<file path="config.mk">
export PLATFORM = sky130hd
export DESIGN_NAME = fsmm_decoder
export DESIGN_NICKNAME = d
export VERILOG_FILES = /design/src/rtl/fsmm_decoder.sv
export SDC_FILE = /design/constraint.sdc
export NUM_CORES = 1
export LEC_CHECK = 0
export BUFFER_PORTS_ARGS = -buffer_cell sky130_fd_sc_hd__buf_4
export CAP_MARGIN = 20
export CELL_PAD_IN_SITES_DETAIL_PLACEMENT = 1
export CELL_PAD_IN_SITES_GLOBAL_PLACEMENT = 1
export CORE_MARGIN = 2
export CORE_UTILIZATION = 36
export DETAILED_ROUTE_END_ITERATION = 8
export PLACE_DENSITY_LB_ADDON = 0.1
export SYNTH_ARGS = -nofsm -noshare
export SYNTH_HDL_FRONTEND = slang
export SYNTH_SLANG_ARGS = --single-unit
</file>
<file path="constraint.sdc">
create_clock -name clk -period 1.5 [get_ports clk]
set_input_delay 0.3 -clock clk [delete_from_list [all_inputs] [get_ports clk]]
set_output_delay 0.3 -clock clk [all_outputs]
set_load 0.02 [all_outputs]
</file>
<file path="src/rtl/fsmm_decoder.sv">
// Decoder for the fsmm Mealy code: tracks the set of encoder states consistent with the received symbols.
// Optional statistics counters (amb_cnt, err_cnt) are enabled with `define FSMM_DEC_STATS_EN.
module fsmm_decoder #(
  parameter int NST   = 5,
  parameter int CNT_W = 8
) (
  input  logic             clk,
  input  logic             rst,
  input  logic             sym_vld,
  input  logic             m,
  input  logic             n,
  input  logic             sync,
  output logic             a_dec,
  output logic             b_dec,
  output logic             a_known,
  output logic             b_known,
  output logic             dec_vld,
  output logic [NST-1:0]   cand,
  output logic             locked,
  output logic             err
`ifdef FSMM_DEC_STATS_EN
  ,
  output logic [CNT_W-1:0] amb_cnt,
  output logic [CNT_W-1:0] err_cnt
`endif
);

  logic [NST-1:0] r_cand;
  logic           r_err, r_dec_vld, r_a_dec, r_b_dec, r_a_known, r_b_known;

  logic w_s0, w_s1, w_s2, w_s3, w_s4;
  logic w_is00, w_is01, w_is10, w_is11;
  logic w_h00, w_h01, w_h02, w_h1, w_h20, w_h21;
  logic w_h30, w_h31, w_h32, w_h33, w_h40, w_h41;
  logic w_a0, w_a1, w_ax, w_b0, w_b1, w_bx;
  logic w_a_known, w_b_known, w_dec, w_fail;
  logic [NST-1:0] w_nxt;

  // cand is ordered {S0,S1,S2,S3,S4}, MSB = S0
  assign {w_s0, w_s1, w_s2, w_s3, w_s4} = r_cand;

  assign w_is00 = ~m & ~n;
  assign w_is01 = ~m &  n;
  assign w_is10 =  m & ~n;
  assign w_is11 =  m &  n;

  // One hit per code-table row: candidate state present and symbol matches
  assign w_h00 = w_s0 & w_is00;
  assign w_h01 = w_s0 & w_is10;
  assign w_h02 = w_s0 & w_is01;
  assign w_h1  = w_s1 & w_is11;
  assign w_h20 = w_s2 & w_is01;
  assign w_h21 = w_s2 & w_is10;
  assign w_h30 = w_s3 & w_is11;
  assign w_h31 = w_s3 & w_is11;
  assign w_h32 = w_s3 & w_is00;
  assign w_h33 = w_s3 & w_is00;
  assign w_h40 = w_s4 & w_is01;
  assign w_h41 = w_s4 & w_is11;

  assign w_nxt = {w_h00 | w_h31,
                  w_h02 | w_h41,
                  w_h1,
                  w_h21 | w_h30 | w_h33,
                  w_h01 | w_h20 | w_h32 | w_h40};

  // A bit is known only when every hit fixes it and they agree
  assign w_a0 = w_h00 | w_h20 | w_h30 | w_h33;
  assign w_a1 = w_h01 | w_h02 | w_h21 | w_h31 | w_h32;
  assign w_ax = w_h1  | w_h40 | w_h41;
  assign w_b0 = w_h02 | w_h31 | w_h33 | w_h40;
  assign w_b1 = w_h01 | w_h30 | w_h32 | w_h41;
  assign w_bx = w_h00 | w_h1  | w_h20 | w_h21;

  assign w_a_known = (w_a0 ^ w_a1) & ~w_ax;
  assign w_b_known = (w_b0 ^ w_b1) & ~w_bx;

  assign w_dec  = sym_vld & ~r_err & ~sync & ~rst;
  assign w_fail = w_dec & (w_nxt == '0);

  always_ff @(posedge clk) begin
    if (rst || sync) begin
      r_cand    <= NST'(1) << (NST - 1);
      r_err     <= 1'b0;
      r_dec_vld <= 1'b0;
      r_a_dec   <= 1'b0;
      r_b_dec   <= 1'b0;
      r_a_known <= 1'b0;
      r_b_known <= 1'b0;
    end else if (sym_vld && !r_err) begin
      r_dec_vld <= 1'b1;
      if (w_nxt == '0) begin
        r_err     <= 1'b1;
        r_cand    <= '0;
        r_a_dec   <= 1'b0;
        r_b_dec   <= 1'b0;
        r_a_known <= 1'b0;
        r_b_known <= 1'b0;
      end else begin
        r_cand    <= w_nxt;
        r_a_known <= w_a_known;
        r_b_known <= w_b_known;
        r_a_dec   <= w_a_known & w_a1;
        r_b_dec   <= w_b_known & w_b1;
      end
    end else begin
      r_dec_vld <= 1'b0;
    end
  end

  assign cand    = r_cand;
  assign err     = r_err;
  assign dec_vld = r_dec_vld;
  assign a_dec   = r_a_dec;
  assign b_dec   = r_b_dec;
  assign a_known = r_a_known;
  assign b_known = r_b_known;
  assign locked  = (r_cand != '0) && ((r_cand & (r_cand - NST'(1))) == '0);

`ifdef FSMM_DEC_STATS_EN
  logic [CNT_W-1:0] r_amb_cnt, r_err_cnt;

  // Error symbols are not decodes, so they do not count as ambiguous
  always_ff @(posedge clk) begin
    if (rst) begin
      r_amb_cnt <= '0;
      r_err_cnt <= '0;
    end else begin
      if (w_dec && !w_fail && !(w_a_known && w_b_known) && (r_amb_cnt != '1))
        r_amb_cnt <= r_amb_cnt + CNT_W'(1);
      if (w_fail && (r_err_cnt != '1))
        r_err_cnt <= r_err_cnt + CNT_W'(1);
    end
  end

  assign amb_cnt = r_amb_cnt;
  assign err_cnt = r_err_cnt;
`else
  logic [CNT_W-1:0] w_unused_cnt;
  assign w_unused_cnt = '0;
`endif

endmodule

</file>
After elaboration in Yosys (flattened, before gate mapping)
Cells that the tools add are included.
- flip-flop bits (word level): 11
- word-level logic and storage cells: 72
- add/sub/neg operators: 1
- mux-type cells: 6
- bitwise logic cells: 50
- reduce and logical (&&, ||, !) cells: 8
- operators by type and width (cell ; count):
    $or A1 B1 Y1 ; 25
    $and A1 B1 Y1 ; 18
    $logic_not A5 Y1 ; 2
    $and A5 B5 Y5 ; 1
    $mux W1 ; 5
    $mux W5 ; 1
    $reduce_bool A5 Y1 ; 1
    $sub A5 B1 Y5 const B ; 1
    $not A1 Y1 ; 4
    $logic_and A1 B1 Y1 ; 2
    $reduce_and A2 Y1 ; 1
    $xor A1 B1 Y1 ; 2
    $logic_not A1 Y1 ; 1
    $logic_or A1 B1 Y1 ; 1

Longest topological paths before layout
Gate-level depths: netlist of run 1.
- depth in word-level cells: 11
- mapped depth: 5
- depth with buffers taken out: 4

Worst setup path after synthesis of run 1
Ideal clock, no wire load.
- path kind: register -> output
- start point: register r_cand[2] (netlist: cand[2])
- end point: output locked
- data arrival time: 1.285 ns
- data required time: 1.200 ns
- setup slack: -0.085 ns
- stages on the path, launching flop included: 6
- path buffers: 1
- cell sequence: dfxtp_1 -> clkbuf_1 -> o21ai_0 -> o211ai_1 -> a21oi_1 -> a31o_1
- word-level cells in the longest chain between the ends: 4
- elaborated cells on any way between the ends: 5
- classes of those cells: add/sub: 1; bitwise: 1; reduce/logical: 3
- RTL lines (what ; line ; RTL):
    start: declaration ; 28 ; logic [NST-1:0] r_cand;
    start signal: assignment ; 83 ; r_cand <= NST'(1) << (NST - 1);
    start signal: assignment ; 100 ; r_cand <= w_nxt;
    $sub A5 B1 Y5 ; 118 ; assign locked = (r_cand != '0) && ((r_cand & (r_cand - NST'(1))) == '0);
    $and A5 B5 Y5 ; 118 ;
    $logic_not A5 Y1 ; 118 ;
    $logic_and A1 B1 Y1 * ; 118 ;
    end: declaration ; 19 ; output logic locked,
Mark *: on every way between the ends. The rest lies on a longest branch, timed or not.

Worst setup path in the final report of run 1
Same ends and word-level chain as after synthesis.

==> results.ini, run 1 <==
[floorplan]
dieArea_um2 = 2330
boundaryPins = 18
start_util_pct = 37.1
rows = 16
die_h_um = 48.3
core_um2 = 1900
die_w_um = 48.3

[route]
via_count = 813
wl_per_cell_um = 15.6
met1_length_mm = 1.05
wl_met3_um = 85
vias_per_cell = 5.25
drt-pass1-iter-count = 4
highest_layer = met4
wl_mm = 2.42
route.met2.wl_mm = 1.23
postRouteAntennaNets = 0
dr.first_iter.drc_count = 14
drcViolationCount = 0

[pwr]
leakage_nw = 0.469
pwr_density_cell_nw_per_um2 = 677
vdd_drop_max_uv = 427

[placed_design]
placedInstanceArea_um2 = 947
port_buffers = 17
place.detailed.hpwl_mm = 1.62
gp_congestion = 0.858
dp_slack_ns = -0.0160

[critical_path]
startpoint_type = flip-flop
worstSetupPathType = reg2out
critPathArrivalTime_ns = 1.39
worstSetupEndpointType = output port
critPathMaxFanout = 3
cp_data_required_time_ns = 1.20

[synth]
synth_top_area_cell = dfxtp_1
ys_warn_count = 0
syn_area_um2 = 706
avgSynthCellArea_um2 = 7.51
async_flop_share_pct = 0
synth_top_cells_by_count = nand2_1 (18), dfxtp_1 (11), a21oi_1 (8)
synth_nets = 100
synth_edf_count = 0
synth.top_cell.area_share_pct = 31.2
syn_inst = 94
yosys.cell_count.top_type = nand2_1
synth-main-ff-cell = dfxtp_1
synth.distinct_cells = 36
synth_seq_area_share_pct = 31.2
ys_ff_latch = 11
synthTopCellsByArea = dfxtp_1 (31%), nand2_1 (9.6%), a21oi_1 (5.7%), nor2_1 (3.7%), nand2b_1 (3.5%)

[run_status]
status = finished, violations left
violations = setup timing

[final_layout]
multi_input_area_um2 = 472
seqCellArea_um2 = 229
final_design_area_no_fill_um2 = 1070
drive_gt1_share_pct = 41.4
area_delta_synth_final_pct = 51.1
fillers = 244
fin_nets = 135
final_util_pct = 56.1
antennaDiodeCount = 0

[sta]
fin_skew_ns = 0.00156
whs_ns = 0.320
finalSetupViolCount = 6
fin_ws_ns = -0.192
fin_crit_ns = 1.69
slew-limit-headroom_pct = 72.4
hold_viol_final = 0
rsz0062_at_grt = true
worst_slew_pin_slew_ns = 0.412
final_max_slew_viol_count = 0
fmax_mhz = 591
fin_crit_sh_pct = 113
final.setup.tns_ns = -0.395

[global_routing]
grt_pass1_vias = 769
grtUsageTotal_pct = 23.2
overflow = 0
grt_max_degree = 12
grt_pass1_wl_mm = 3.66
grt_antenna_before_repair = 0

[worst_hold_path]
hold_class = in2reg

[clock_network]
cts.sinks = 11
cts-buffers-inserted = 3
cts.path.max_buffers = 2
root_buffer = clkbuf_4
clk_pin_slew_ns = 0.09
holdBufCountCts = 0
clk_latency_ns = 0.27
htreeDepth = 1
cts_tree = built

[run]
cap_violations = 0

==> where the power goes <==
| group | total, mW | leakage (nW) | switching (mW) | internal, mW |
|---|---|---|---|---|
| Combinational | 0.191 | 0.360 | 0.102 | 0.0895 |
| Sequential | 0.305 | 0.0914 | 0.00706 | 0.298 |
| Clock | 0.226 | 0.0177 | 0.127 | 0.0986 |
==> placed cells by master, fill, tap and decap left out, types with 2 or more instances in the layout <==
cell / instances
a21oi_1: 8
buf_4: 32
buf_6: 5
clkbuf_4: 3
dfxtp_1: 8
dfxtp_4: 2
inv_1: 2
nand2_1: 18
nand2b_1: 4
nor2_1: 7
o21ai_0: 3
o21ai_1: 5
o21ai_2: 2
xor2_1: 2
==> metrics by stage <==
stage	std cells	total power, mW
5_1_grt	155	0.743
3_5_place_dp	145	0.483
6_report	155	0.721
4_1_cts	155	0.711
2_1_floorplan	94	0.419
3_3_place_gp	145	0.480
==> area by class of cell <==
class / count / share of cell area, %
inverter: 2 / 0.704
tap: 27 / 3.17
clock buffer: 3 / 2.11
clock inverter: 1 / 0.469
timing repair buffer: 37 / 27.8
sequential: 11 / 21.5
multi-input combinational: 74 / 44.2
==> worst max-delay path, cell delays in order, from the launching register on <==
cell and delay [ns]:
dfxtp_4 0.36, buf_6 0.12, nor3_4 0.18, nand2_1 0.08, a21oi_1 0.14, a31o_1 0.13
buf_6 0.11
==> layer usage <==
layer | GRT usage (%) | vias to the layer above
met1 | 28.4 | 383
li1 | - | 398
met2 | 41.1 | 24
met4 | 7.57 | 0
met5 | 0 | -
met3 | 3.70 | 8
==> kinds of logic (layout without fill, tap and decap cells) <==
group           after synthesis  count (layout)  synth area share [%]
buf+inv                       9              43                  5.32
compound gates               29              29                  28.9
simple gates                 43              43                  32.1
flops                        11              11                  31.2
xor+xnor                      2               2                  2.48
==> sequential cells by signal, summed over array words and instances (netlist names) <==
| name | cells |
|---|---|
| err | 1 |
| b_known | 1 |
| cand | 5 |
| a_dec | 1 |
| a_known | 1 |
| b_dec | 1 |
| dec_vld | 1 |
==> final timing paths <==
| check | from | endpoint | slack, ns | cells after the start |
|---|---|---|---|---|
| worst min register to register | a_known | a_known | 0.45 | 2 |
| worst max register to register | cand[0] | a_dec | -0.07 | 5 |
| worst min-delay path | rst | cand[4] | 0.32 | 3 |
| worst max-delay path | cand[2] | locked | -0.19 | 6 |
==> repair_timing <==
action	4_1_cts	5_1_grt
buffers inserted	6	0
endpoints found under the setup margin	4	7
pin swaps	10	4
resized for setup	10	4
(Power assumes the default switching activity.)
==> run 2: changes to the inputs <==
- SKIP_CTS_REPAIR_TIMING: not set -> 1
==> run 2 against run 1 <==
The flow still finishes with violations (setup timing). Global-route usage fell by 3.9 points. Worst hold slack improved by 0.0058 ns. Maximum frequency rose by 0.84%. Sequential share of layout area rose by 0.31 points. Via count fell by 2.7%. Setup slack improved by 0.014 ns. Power fell by 1.6%. Non-clock buffer count fell by 1. Critical path type unchanged.
==> results.ini, run 2 (synthesis results as in run 1) <==
[run_status]
status = finished, violations left  ; unchanged
violations = setup timing  ; unchanged

[worst_hold_path]
hold_depth = 3  ; unchanged
hold_class = in2reg  ; unchanged

[sta]
rsz0062_at_grt = true  ; unchanged
finalSetupViolCount = 1  ; was 6
whs_ns = 0.325  ; was 0.320 ns
worst_slew_pin_slew_ns = 0.427  ; was 0.412 ns
final_max_slew_viol_count = 0  ; unchanged
fmax_mhz = 596  ; was 591 MHz
fin_crit_ns = 1.68  ; was 1.69 ns
fin_crit_sh_pct = 112  ; was 113%
fin_ws_ns = -0.178  ; was -0.192 ns
slew-limit-headroom_pct = 71.4  ; was 72.4%
fin_skew_ns = 0.00137  ; was 0.00156 ns
hold_viol_final = 0  ; unchanged

[pwr]
leakage_nw = 0.462  ; was 0.469 nW
seqPwrFrac_pct = 42.9  ; was 42.2%
power.switching_uw = 225  ; was 236 uW
p_clk_share_pct = 30.6  ; was 31.3%
power_frac_comb_pct = 26.4  ; was 26.5%
intPower_uw = 484  ; was 486 uW
pwr_density_cell_nw_per_um2 = 675  ; was 677 nW/um^2
vdd_drop_max_uv = 334  ; was 427 uV
switching_share_pct = 31.7  ; was 32.7%

[final_layout]
antennaDiodeCount = 0  ; unchanged
largest_reg_flops = 5  ; unchanged
final_common_cell = buf_4  ; unchanged
area_delta_synth_final_pct = 48.9  ; was 51.1%
final_design_area_no_fill_um2 = 1050  ; was 1070 um^2
fin_nets = 134  ; was 135
drive_gt1_share_pct = 40.9  ; was 41.4%
final_cell_mix = buf_4 (33), nand2_1 (18), a21oi_1 (8), dfxtp_1 (8), nor2_1 (7)  ; was buf_4 (32), nand2_1 (18), a21oi_1 (8), dfxtp_1 (8), nor2_1 (7)

[floorplan]
dieArea_um2 = 2330  ; unchanged
die_h_um = 48.3  ; unchanged
start_util_pct = 37.1  ; unchanged
boundaryPins = 18  ; unchanged
rows = 16  ; unchanged
core_um2 = 1900  ; unchanged
die_w_um = 48.3  ; unchanged

[run]
cap_violations = 0  ; unchanged

[placed_design]
place.detailed.hpwl_mm = 1.62  ; unchanged
gp_congestion = 0.858  ; unchanged
placedInstanceArea_um2 = 947  ; unchanged
port_buffers = 17  ; unchanged

[critical_path]
cp-startpoint = cand[0]  ; was cand[2]
worstSetupPathType = reg2out  ; unchanged
critPathMaxFanout = 6  ; was 3
crit_end = locked  ; unchanged
r2r_slack_ns = 0.01  ; was -0.07 ns
r2r_start = cand[2]  ; was cand[0]
worstPathCellList = buf_6 -> nor3_4 -> nand2_1 -> a21oi_1 -> a31o_1 -> buf_6  ; unchanged
path_common_cell = buf_6  ; unchanged
max_stage_delay_ns = 0.38  ; was 0.36 ns
reg2reg_to = b_dec  ; was a_dec
cp_data_required_time_ns = 1.20  ; about the same
worstSetupEndpointType = output port  ; unchanged
slowest_stage = dfxtp_4  ; unchanged
startpoint_type = flip-flop  ; unchanged
critPathArrivalTime_ns = 1.38  ; was 1.39 ns
worst-r2r-cell-count = 5  ; unchanged

[global_routing]
grt_pass1_wl_mm = 3.07  ; was 3.66 mm
grt_max_degree = 12  ; unchanged
grtUsageTotal_pct = 19.3  ; was 23.2%
overflow = 0  ; unchanged
grt_pass1_vias = 675  ; was 769
grt_antenna_before_repair = 0  ; unchanged

[clock_network]
root_buffer = clkbuf_4  ; unchanged
cts-buffers-inserted = 3  ; unchanged
cts.path.max_buffers = 2  ; unchanged
cts.sinks = 11  ; unchanged
clk_latency_ns = 0.27  ; about the same
clk_pin_slew_ns = 0.09  ; about the same
htreeDepth = 1  ; unchanged
cts_tree = built  ; unchanged

[route]
drcViolationCount = 0  ; unchanged
drt-pass1-iter-count = 4  ; unchanged
via_count = 791  ; was 813
wl_mm = 2.24  ; was 2.42 mm
vias_per_cell = 5.14  ; was 5.25
postRouteAntennaNets = 0  ; unchanged
wl_per_cell_um = 14.5  ; was 15.6 um
dr.first_iter.drc_count = 21  ; was 14

-- run 2: cell types whose count changed in the layout (fill, tap and decap cells not counted) --
| cell | previous run | this run |
|---|---|---|
| buf_6 | 5 | 3 |
| buf_4 | 32 | 33 |
-- run 2: worst min path at each step --
stage               startpoint      end
global placement         b_dec    b_dec
CTS                        rst  cand[4]
global route               rst  cand[4]
finish                     rst  cand[4]
floorplan                  rst  cand[4]
detailed placement     a_known  a_known
-- run 2: power groups by stage --
stage / Clock, mW / Combinational, mW / Sequential [mW]
6_report: 0.217 / 0.188 / 0.305
4_1_cts: 0.220 / 0.171 / 0.307
3_3_place_gp: 0 / 0.167 / 0.313
3_5_place_dp: 0 / 0.169 / 0.314
5_1_grt: 0.230 / 0.203 / 0.306
2_1_floorplan: 0 / 0.0967 / 0.322
-- run 2: final cells by class --
| class | count | area [um^2] |
|---|---|---|
| timing repair buffer | 36 | 282 |
| tap | 27 | 33.8 |
| fill | 242 | 851 |
| inverter | 2 | 7.51 |
| sequential | 11 | 229 |
| clock buffer | 3 | 22.5 |
| multi-input combinational | 74 | 472 |
| clock inverter | 1 | 5.00 |
-- run 2: through the flow --
stage	setup slack [ns]	total power, mW	cells	utilization (%)	TNS (ns)
floorplan	0.00195	0.419	94	-	0
global placement	0.0348	0.480	145	49.8	0
detailed placement	-0.0160	0.483	145	49.8	-0.0416
CTS	-0.308	0.697	149	51.2	-0.416
global route	-0.247	0.739	154	55.3	-0.352
finish	-0.178	0.710	154	55.3	-0.178
-- run 2: critical path: cells and delay by family, from the launching register on --
kind | cells | cell delay [ns]
buf+inv | 2 | 0.23
simple gates | 2 | 0.25
compound gates | 2 | 0.25
flops | 1 | 0.38
-- run 2: metal layers --
| metal | track usage, % | share of wire (%) | routed length (um) |
|---|---|---|---|
| met1 | 25.2 | 46 | 1040 |
| met5 | 0 | 0 | 0 |
| met2 | 32.9 | 49 | 1090 |
| met4 | 4.86 | 1.1 | 25 |
| met3 | 3.33 | 3.4 | 77 |
